===== src/rtl/ptx_pkg.sv =====
// ptx_pkg
// Shared definitions for the framed parallel-to-serial transmitter:
//   - ptx_state_e : frame FSM states
//   - frame_len() : clocks per frame (start + data + optional parity + stop),
//                   each bit held for clks_per_bit cycles
package ptx_pkg;

    typedef enum logic [2:0] {
        IDLE,
        START,
        DATA,
        PARITY,
        STOP
    } ptx_state_e;

    function automatic int unsigned frame_len(input int unsigned width,
                                              input int unsigned parity_en,
                                              input int unsigned clks_per_bit);
        return (width + parity_en + 2) * clks_per_bit;
    endfunction

endpackage


===== src/rtl/ptx_bit_timer.sv =====
// ptx_bit_timer
// Free-running bit-period counter: counts 0..CLKS_PER_BIT-1 and flags the
// terminal count. A synchronous clear restarts the period.
// Ports:
//   clk      : system clock
//   rst_n    : asynchronous active-low reset
//   clear    : restart the period at count 0 on the next edge
//   bit_done : high while the counter sits on its terminal count
module ptx_bit_timer #(
    parameter int CLKS_PER_BIT = 2
) (
    input  logic clk,
    input  logic rst_n,
    input  logic clear,
    output logic bit_done
);

    localparam int TW = $clog2(CLKS_PER_BIT + 1);
    localparam logic [TW-1:0] LAST = TW'(CLKS_PER_BIT - 1);

    logic [TW-1:0] count_q;
    logic [TW-1:0] count_d;

    // With CLKS_PER_BIT=1 the count never leaves 0, so bit_done stays high.
    assign bit_done = (count_q == LAST);

    always_comb begin
        count_d = count_q;
        if (clear || bit_done) begin
            count_d = '0;
        end else begin
            count_d = count_q + 1'b1;
        end
    end

    always_ff @(posedge clk or negedge rst_n) begin
        if (!rst_n) begin
            count_q <= '0;
        end else begin
            count_q <= count_d;
        end
    end

endmodule


===== src/rtl/parallel_to_serial_tx.sv =====
// parallel_to_serial_tx
// Framed parallel-to-serial transmitter. Accepts a WIDTH-bit word through a
// valid/ready handshake and sends: start bit (0), data LSB first, optional
// even-parity bit, stop bit (1). Each line bit lasts CLKS_PER_BIT clocks.
// Ports:
//   clk        : system clock
//   rst_n      : asynchronous active-low reset
//   data_in    : parallel word from the register stage
//   load_valid : data_in is valid this cycle
//   load_ready : block can accept a word (state is IDLE)
//   tx         : serial line, idles high
//   busy       : frame in progress, inverse of load_ready
module parallel_to_serial_tx
    import ptx_pkg::*;
#(
    parameter int WIDTH        = 4,
    parameter int CLKS_PER_BIT = 2,
    parameter int PARITY_EN    = 1
) (
    input  logic             clk,
    input  logic             rst_n,
    input  logic [WIDTH-1:0] data_in,
    input  logic             load_valid,
    output logic             load_ready,
    output logic             tx,
    output logic             busy
);

    localparam int IDX_W = $clog2(WIDTH + 1);
    localparam logic [IDX_W-1:0] LAST_IDX = IDX_W'(WIDTH - 1);

    ptx_state_e       state_q,  state_d;
    logic [WIDTH-1:0] shift_q,  shift_d;
    logic [IDX_W-1:0] idx_q,    idx_d;
    logic             parity_q, parity_d;
    logic             tx_q,     tx_d;

    logic bit_done;
    logic timer_clear;

    ptx_bit_timer #(
        .CLKS_PER_BIT(CLKS_PER_BIT)
    ) u_bit_timer (
        .clk      (clk),
        .rst_n    (rst_n),
        .clear    (timer_clear),
        .bit_done (bit_done)
    );

    assign load_ready = (state_q == IDLE);
    assign busy       = ~load_ready;
    assign tx         = tx_q;

    // Every state change starts a fresh bit period.
    assign timer_clear = (state_d != state_q);

    always_comb begin
        state_d  = state_q;
        shift_d  = shift_q;
        idx_d    = idx_q;
        parity_d = parity_q;

        unique case (state_q)
            IDLE: begin
                if (load_valid) begin
                    shift_d  = data_in;
                    parity_d = ^data_in;
                    idx_d    = '0;
                    state_d  = START;
                end
            end
            START: begin
                if (bit_done) state_d = DATA;
            end
            DATA: begin
                if (bit_done) begin
                    shift_d = shift_q >> 1;
                    idx_d   = idx_q + 1'b1;
                    if (idx_q == LAST_IDX) begin
                        state_d = (PARITY_EN != 0) ? PARITY : STOP;
                    end
                end
            end
            PARITY: begin
                if (bit_done) state_d = STOP;
            end
            STOP: begin
                if (bit_done) state_d = IDLE;
            end
            default: state_d = IDLE;
        endcase
    end

    // tx is registered from the next-state view so the line changes on the
    // same edge as the state, giving start-bit latency of one edge.
    always_comb begin
        tx_d = 1'b1;
        unique case (state_d)
            IDLE:    tx_d = 1'b1;
            START:   tx_d = 1'b0;
            DATA:    tx_d = shift_d[0];
            PARITY:  tx_d = parity_d;
            STOP:    tx_d = 1'b1;
            default: tx_d = 1'b1;
        endcase
    end

    always_ff @(posedge clk or negedge rst_n) begin
        if (!rst_n) begin
            state_q  <= IDLE;
            shift_q  <= '0;
            idx_q    <= '0;
            parity_q <= 1'b0;
            tx_q     <= 1'b1;
        end else begin
            state_q  <= state_d;
            shift_q  <= shift_d;
            idx_q    <= idx_d;
            parity_q <= parity_d;
            tx_q     <= tx_d;
        end
    end

endmodule


===== config.mk =====
export PLATFORM = sky130hd
export DESIGN_NAME = parallel_to_serial_tx
export DESIGN_NICKNAME = d
export VERILOG_FILES = /design/src/rtl/ptx_pkg.sv /design/src/rtl/ptx_bit_timer.sv /design/src/rtl/parallel_to_serial_tx.sv
export SDC_FILE = /design/constraint.sdc
export NUM_CORES = 1
export LEC_CHECK = 0
export CORE_AREA = 2 2 49 51
export DETAILED_ROUTE_END_ITERATION = 6
export DIE_AREA = 0 0 51 53
export GPL_ROUTABILITY_DRIVEN = 0
export GPL_TIMING_DRIVEN = 0
export PLACE_DENSITY = 0.5
export SLEW_MARGIN = 5
export SYNTH_ARGS = -nofsm -noshare
export SYNTH_HDL_FRONTEND = slang
export SYNTH_SLANG_ARGS = --single-unit

===== constraint.sdc =====
create_clock -name clk -period 3.2 [get_ports clk]
set_input_delay 0.32 -clock clk [delete_from_list [all_inputs] [get_ports clk]]
set_output_delay 0.32 -clock clk [all_outputs]
set_load 0.02 [all_outputs]

* Word level (Yosys, flattened, before mapping) *
Index checks and enable logic that the tools add are counted.
Widths: inputs -> output; s select.

operators by class
  $mul = 0
  $lt $le $gt $ge = 0
  eq/ne operators = 12
  divide/modulo/power cells = 0
  reductions and logical operators = 5
  bitwise operators = 1
  add/subtract/negate cells = 2
  muxes and demuxes = 17
  shift-type cells = 0

operator list
  cell                 number
  $mux 3               8
  $eq 3x2->1 const B   5
  $pmux 3 s5           1
  $mux 4               2
  $pmux 4 s2           1
  $eq 3x1->1 const B   2
  $pmux 3 s2           1
  $reduce_xor 4->1     1
  $add 3x1->3 const B  1
  $eq 3x3->1 const B   1
  $logic_not 3->1      1
  $ne 3x3->1           1
  $pmux 1 s3           1
  $reduce_and 3->1     1
  $add 2x1->2 const B  1
  $eq 2x1->1 const B   1
  $mux 1               2
  $mux 2               1
  $ne 2x1->1 const B   1
  $ne 2x2->1 const B   1
  $reduce_bool 2->1    1
  $logic_or 1x1->1     1
  $not 1->1            1

storage, ports and cells
  memory bits (read-only) = 0
  bits in registers = 14
  output and inout bits = 3
  memories kept = 0
  word-level logic and storage cells = 44
  latch bits = 0
  bits of input ports = 7
  memory bits (writable) = 0

* Depth between registers and ports, before layout *
  depth in word-level cells = 7
  depth in mapped cells = 7
  mapped depth without buffers = 6

* Cells and area by module *
Synthesis repeated with hierarchy kept, for this count alone.

unflattened totals
  cell total of the unflattened synthesis = 73
  area total of the unflattened synthesis = 767.0 um^2

modules (own cells, without submodules)
  module                 area each (um^2)  cells an instance  sequential area each (um^2)  times used
  parallel_to_serial_tx  690.7             67                 301.5                        1
  ptx_bit_timer          76.3              6                  50.0                         1

* Worst setup path before layout *
No wires, ideal clock.

  kind = reg-to-output
  from = register state_q[0]
  to = output port load_ready
  data required time = 2,880 ps
  path slack = 1,651 ps
  path buffers = 1
  stages on the path, launching flop included = 4
  arrival time = 1,229 ps
  path through = dfrtp_1 -> buf_6 -> or3_2 -> inv_1

between the ends
  cells in the longest elaborated chain, start to end = 1

RTL lines
  element                   line                          text
  start: declaration        parallel_to_serial_tx.sv:32   ptx_state_e state_q, state_d;
  start signal: assignment  parallel_to_serial_tx.sv:116  state_q <= state_d;
  $logic_not 3->1           parallel_to_serial_tx.sv:50   assign load_ready = (state_q == IDLE);
  end: declaration          parallel_to_serial_tx.sv:24   output logic load_ready,

No other way between the ends.

* Worst setup path in the final report *
Ends and elaborated chain as after synthesis.

==> results_dict.tcl <==
set metrics [dict create \
    status "finished clean" \
    synth-xor-area-share_pct 3.58 \
    power_density_mw_per_mm2 933 \
    dpl.cell_count 105 \
    layout_common_cells "dfrtp_1 (13), clkdlybuf4s50_1 (9), nand2_1 (7)" \
    cts_buffers 3 \
    setup_ws_ps 937 \
    first_iter_violations 15 \
    ant_nets 0 \
    hold_path_class "input pin to asynchronous set/reset pin" \
    die_h_um 53 \
    synth_mux_area_share_pct 1.36 \
    post_cts_buffers 0 \
    final_common_cell "dfrtp_1" \
    dr.pass1.iters 4 \
    yosysWarnings 0 \
    cts.repair.resized 0 \
    htree_levels 1 \
    leakage_nw 0.396 \
    root_buffer "clkbuf_4" \
    grtUsageTotal_pct 11.1 \
    synth_compound_area_share_pct 14.5 \
    total_power_mw 0.836 \
    synth_top_area_share_pct 44.3 \
    worst_path_largest_cell_delay_ps 590 \
    route.met3.wl_um 51 \
    max_slew_margin_pct 57.2 \
    path_cells "buf_6, or3_2, inv_1, clkdlybuf4s50_1" \
    syn-cell-area_um2 734 \
    drv_slew 0 \
    area_growth_pct 22.0 \
    cp_max_fo 10 \
    pre_cts_slack_ps 1240 \
    setup_viol 0 \
    skew_ps 7.47 \
    yosys-top-cells-area "dfrtp_1 (44%), ha_1 (5.1%), dfstp_2 (3.6%), nand2_1 (3.6%), xnor2_1 (3.6%)" \
    slowest_stage "clkdlybuf4s50_1" \
    syn-num-nets 78 \
    arrival_ps 1940 \
    syn_inst 68 \
    max_freq_mhz 442 \
    fin_tns_setup_ps 0 \
    antenna_found_initial 0 \
    grt_max_degree 15 \
    cp-end-kind "primary output" \
    yosys.area_share.simple_pct 21.3 \
    grt_pass1_wl_mm 2.17 \
    highest_layer "met4" \
    rsz0062_at_grt "false" \
    path_clk_slew_ps 90 \
    stdcell_count 109 \
    core-area_mm2 0.00215 \
    r2r.worst_path.cells 4 \
    seq_area_um2 352 \
    worstPathRequired_ps 2880 \
    synth_fa_ha_area_share_pct 5.11 \
    tightest_slew_ps 640 \
    synth_area_per_cell_um2 10.8 \
    start_util_pct 34.2 \
    synth_seq_area_share_pct 47.9 \
    viasPerCell 4.83 \
    maxCapViolations 0 \
    met2_length_um 594 \
    critPathKind "flip-flop to primary output" \
    nets 92 \
    peakVddDrop_mv 0.404 \
    period_share_pct 70.7 \
    io_pins 10 \
    layout-drive-gt1-share_pct 18.5 \
    num_antenna_cells 0 \
    die_w_um 51 \
    holdBufCountCts 0 \
    multi_input_area_um2 337 \
    route.vias.total 527 \
    period_needed_ps 2260 \
    ys_ff_latch 14 \
    hold_viol_final 0 \
    cts_sinks 14 \
    rows 17 \
    reg2reg_to "shift_q[3]" \
    ctsLongestPathBuffers 2 \
    synth_top_family_by_area "simple AND/OR/NAND/NOR gates" \
    remaining_drc_errors 0 \
    drt-met1-wl_um 617 \
    nFillCells 227 \
    dieArea_mm2 0.00270 \
    overflow 0 \
    ys_types 32 \
    cts_tree "done" \
    first_global_vias 501 \
    ff2ff_setup_slack_ps 1500 \
    cp-start-kind "flip-flop" \
    clock_latency_ps 280 \
    wl_mm 1.28 \
    place_hpwl_um 933 \
    port_buffers 9 \
    r2r-start "state_q[0]" \
    routedWlPerCell_um 11.7 \
    synth_top_cell_by_area "dfrtp_1" \
]
-- worst max-delay path: cells and delay by family (launching register included) --
family	cells	cell delay (ps)
buffers and inverters	3	790
DFF	1	390
and+or+nand+nor	1	480
-- cell type report --
class	instances	area share [%]
inverters	4	1.68
well taps	28	3.91
multi-input cells	46	37.6
plain buffers	4	3.49
clock buffers	4	4.05
repair buffers	9	10.1
flip-flops and latches	14	39.2
-- worst max path at each step --
| stage | from | to | slack, ps | depth (start not counted) |
|---|---|---|---|---|
| finish | state_q[0] | load_ready | 940 | 4 |
| global route | state_q[0] | load_ready | 860 | 4 |
| CTS | state_q[0] | load_ready | 920 | 4 |
| detailed placement | state_q[0] | load_ready | 1240 | 4 |
| global placement | state_q[0] | load_ready | 1250 | 4 |
| floorplan | state_q[0] | load_ready | 1650 | 3 |
-- per-stage QoR --
step                cell area, µm²  hold WS (ps)  util [%]
floorplan                      734          24.4         -
global placement               860           420      40.0
detailed placement             860           422      40.0
CTS                            896           435      41.7
global route                   896           455      41.7
finish                         896           427      41.7
-- logic make-up (layout without fill, tap and decap cells) --
family                   Yosys count  in the layout
AND/OR/NAND/NOR                   24             24
AO/OA/AOI/OAI                     15             15
flip-flops                        14             14
buffers and inverters              8             21
adder cells (fa/ha/maj)            3              3
XOR/XNOR                           3              3
multiplexers                       1              1
-- synth_stat cells --
cell / count
dfrtp_1: 13
nor3_1: 1
o21bai_1: 1
nand3_1: 2
a22oi_1: 3
a311oi_1: 1
clkbuf_1: 1
a21boi_0: 1
nor3b_1: 2
mux2i_1: 1
or3_2: 1
ha_1: 3
buf_6: 2
and4bb_4: 1
xnor2_1: 3
nor2b_1: 1
clkbuf_2: 1
a22o_1: 1
nor4b_4: 1
inv_1: 4
and3b_2: 1
a22o_2: 1
a211o_1: 1
nand2b_1: 1
a21oi_1: 1
nand2_1: 7
nor2_1: 4
nor2_2: 1
o21ai_0: 4
a211oi_1: 1
dfstp_2: 1
or3b_2: 1
-- metal layers --
metal	vias up	track usage, %
li1	264	-
met1	248	14.3
met2	13	17.5
met3	2	2.54
met4	0	5.41
met5	-	0
-- where the power goes --
part	leakage, nW	internal [mW]	switching [mW]	total [mW]
sequential	0.175	0.260	0.0350	0.295
clock	0.0210	0.0691	0.0592	0.128
combinational	0.200	0.197	0.216	0.412
total	0.396	0.526	0.310	0.836
-- state kept, by name, indices dropped and copies added, names as in the netlist --
register,cells
parity_q,1
u_bit_timer.count_q,2
idx_q,3
tx,1
state_q,3
shift_q,4
(Power assumes the default switching activity.)
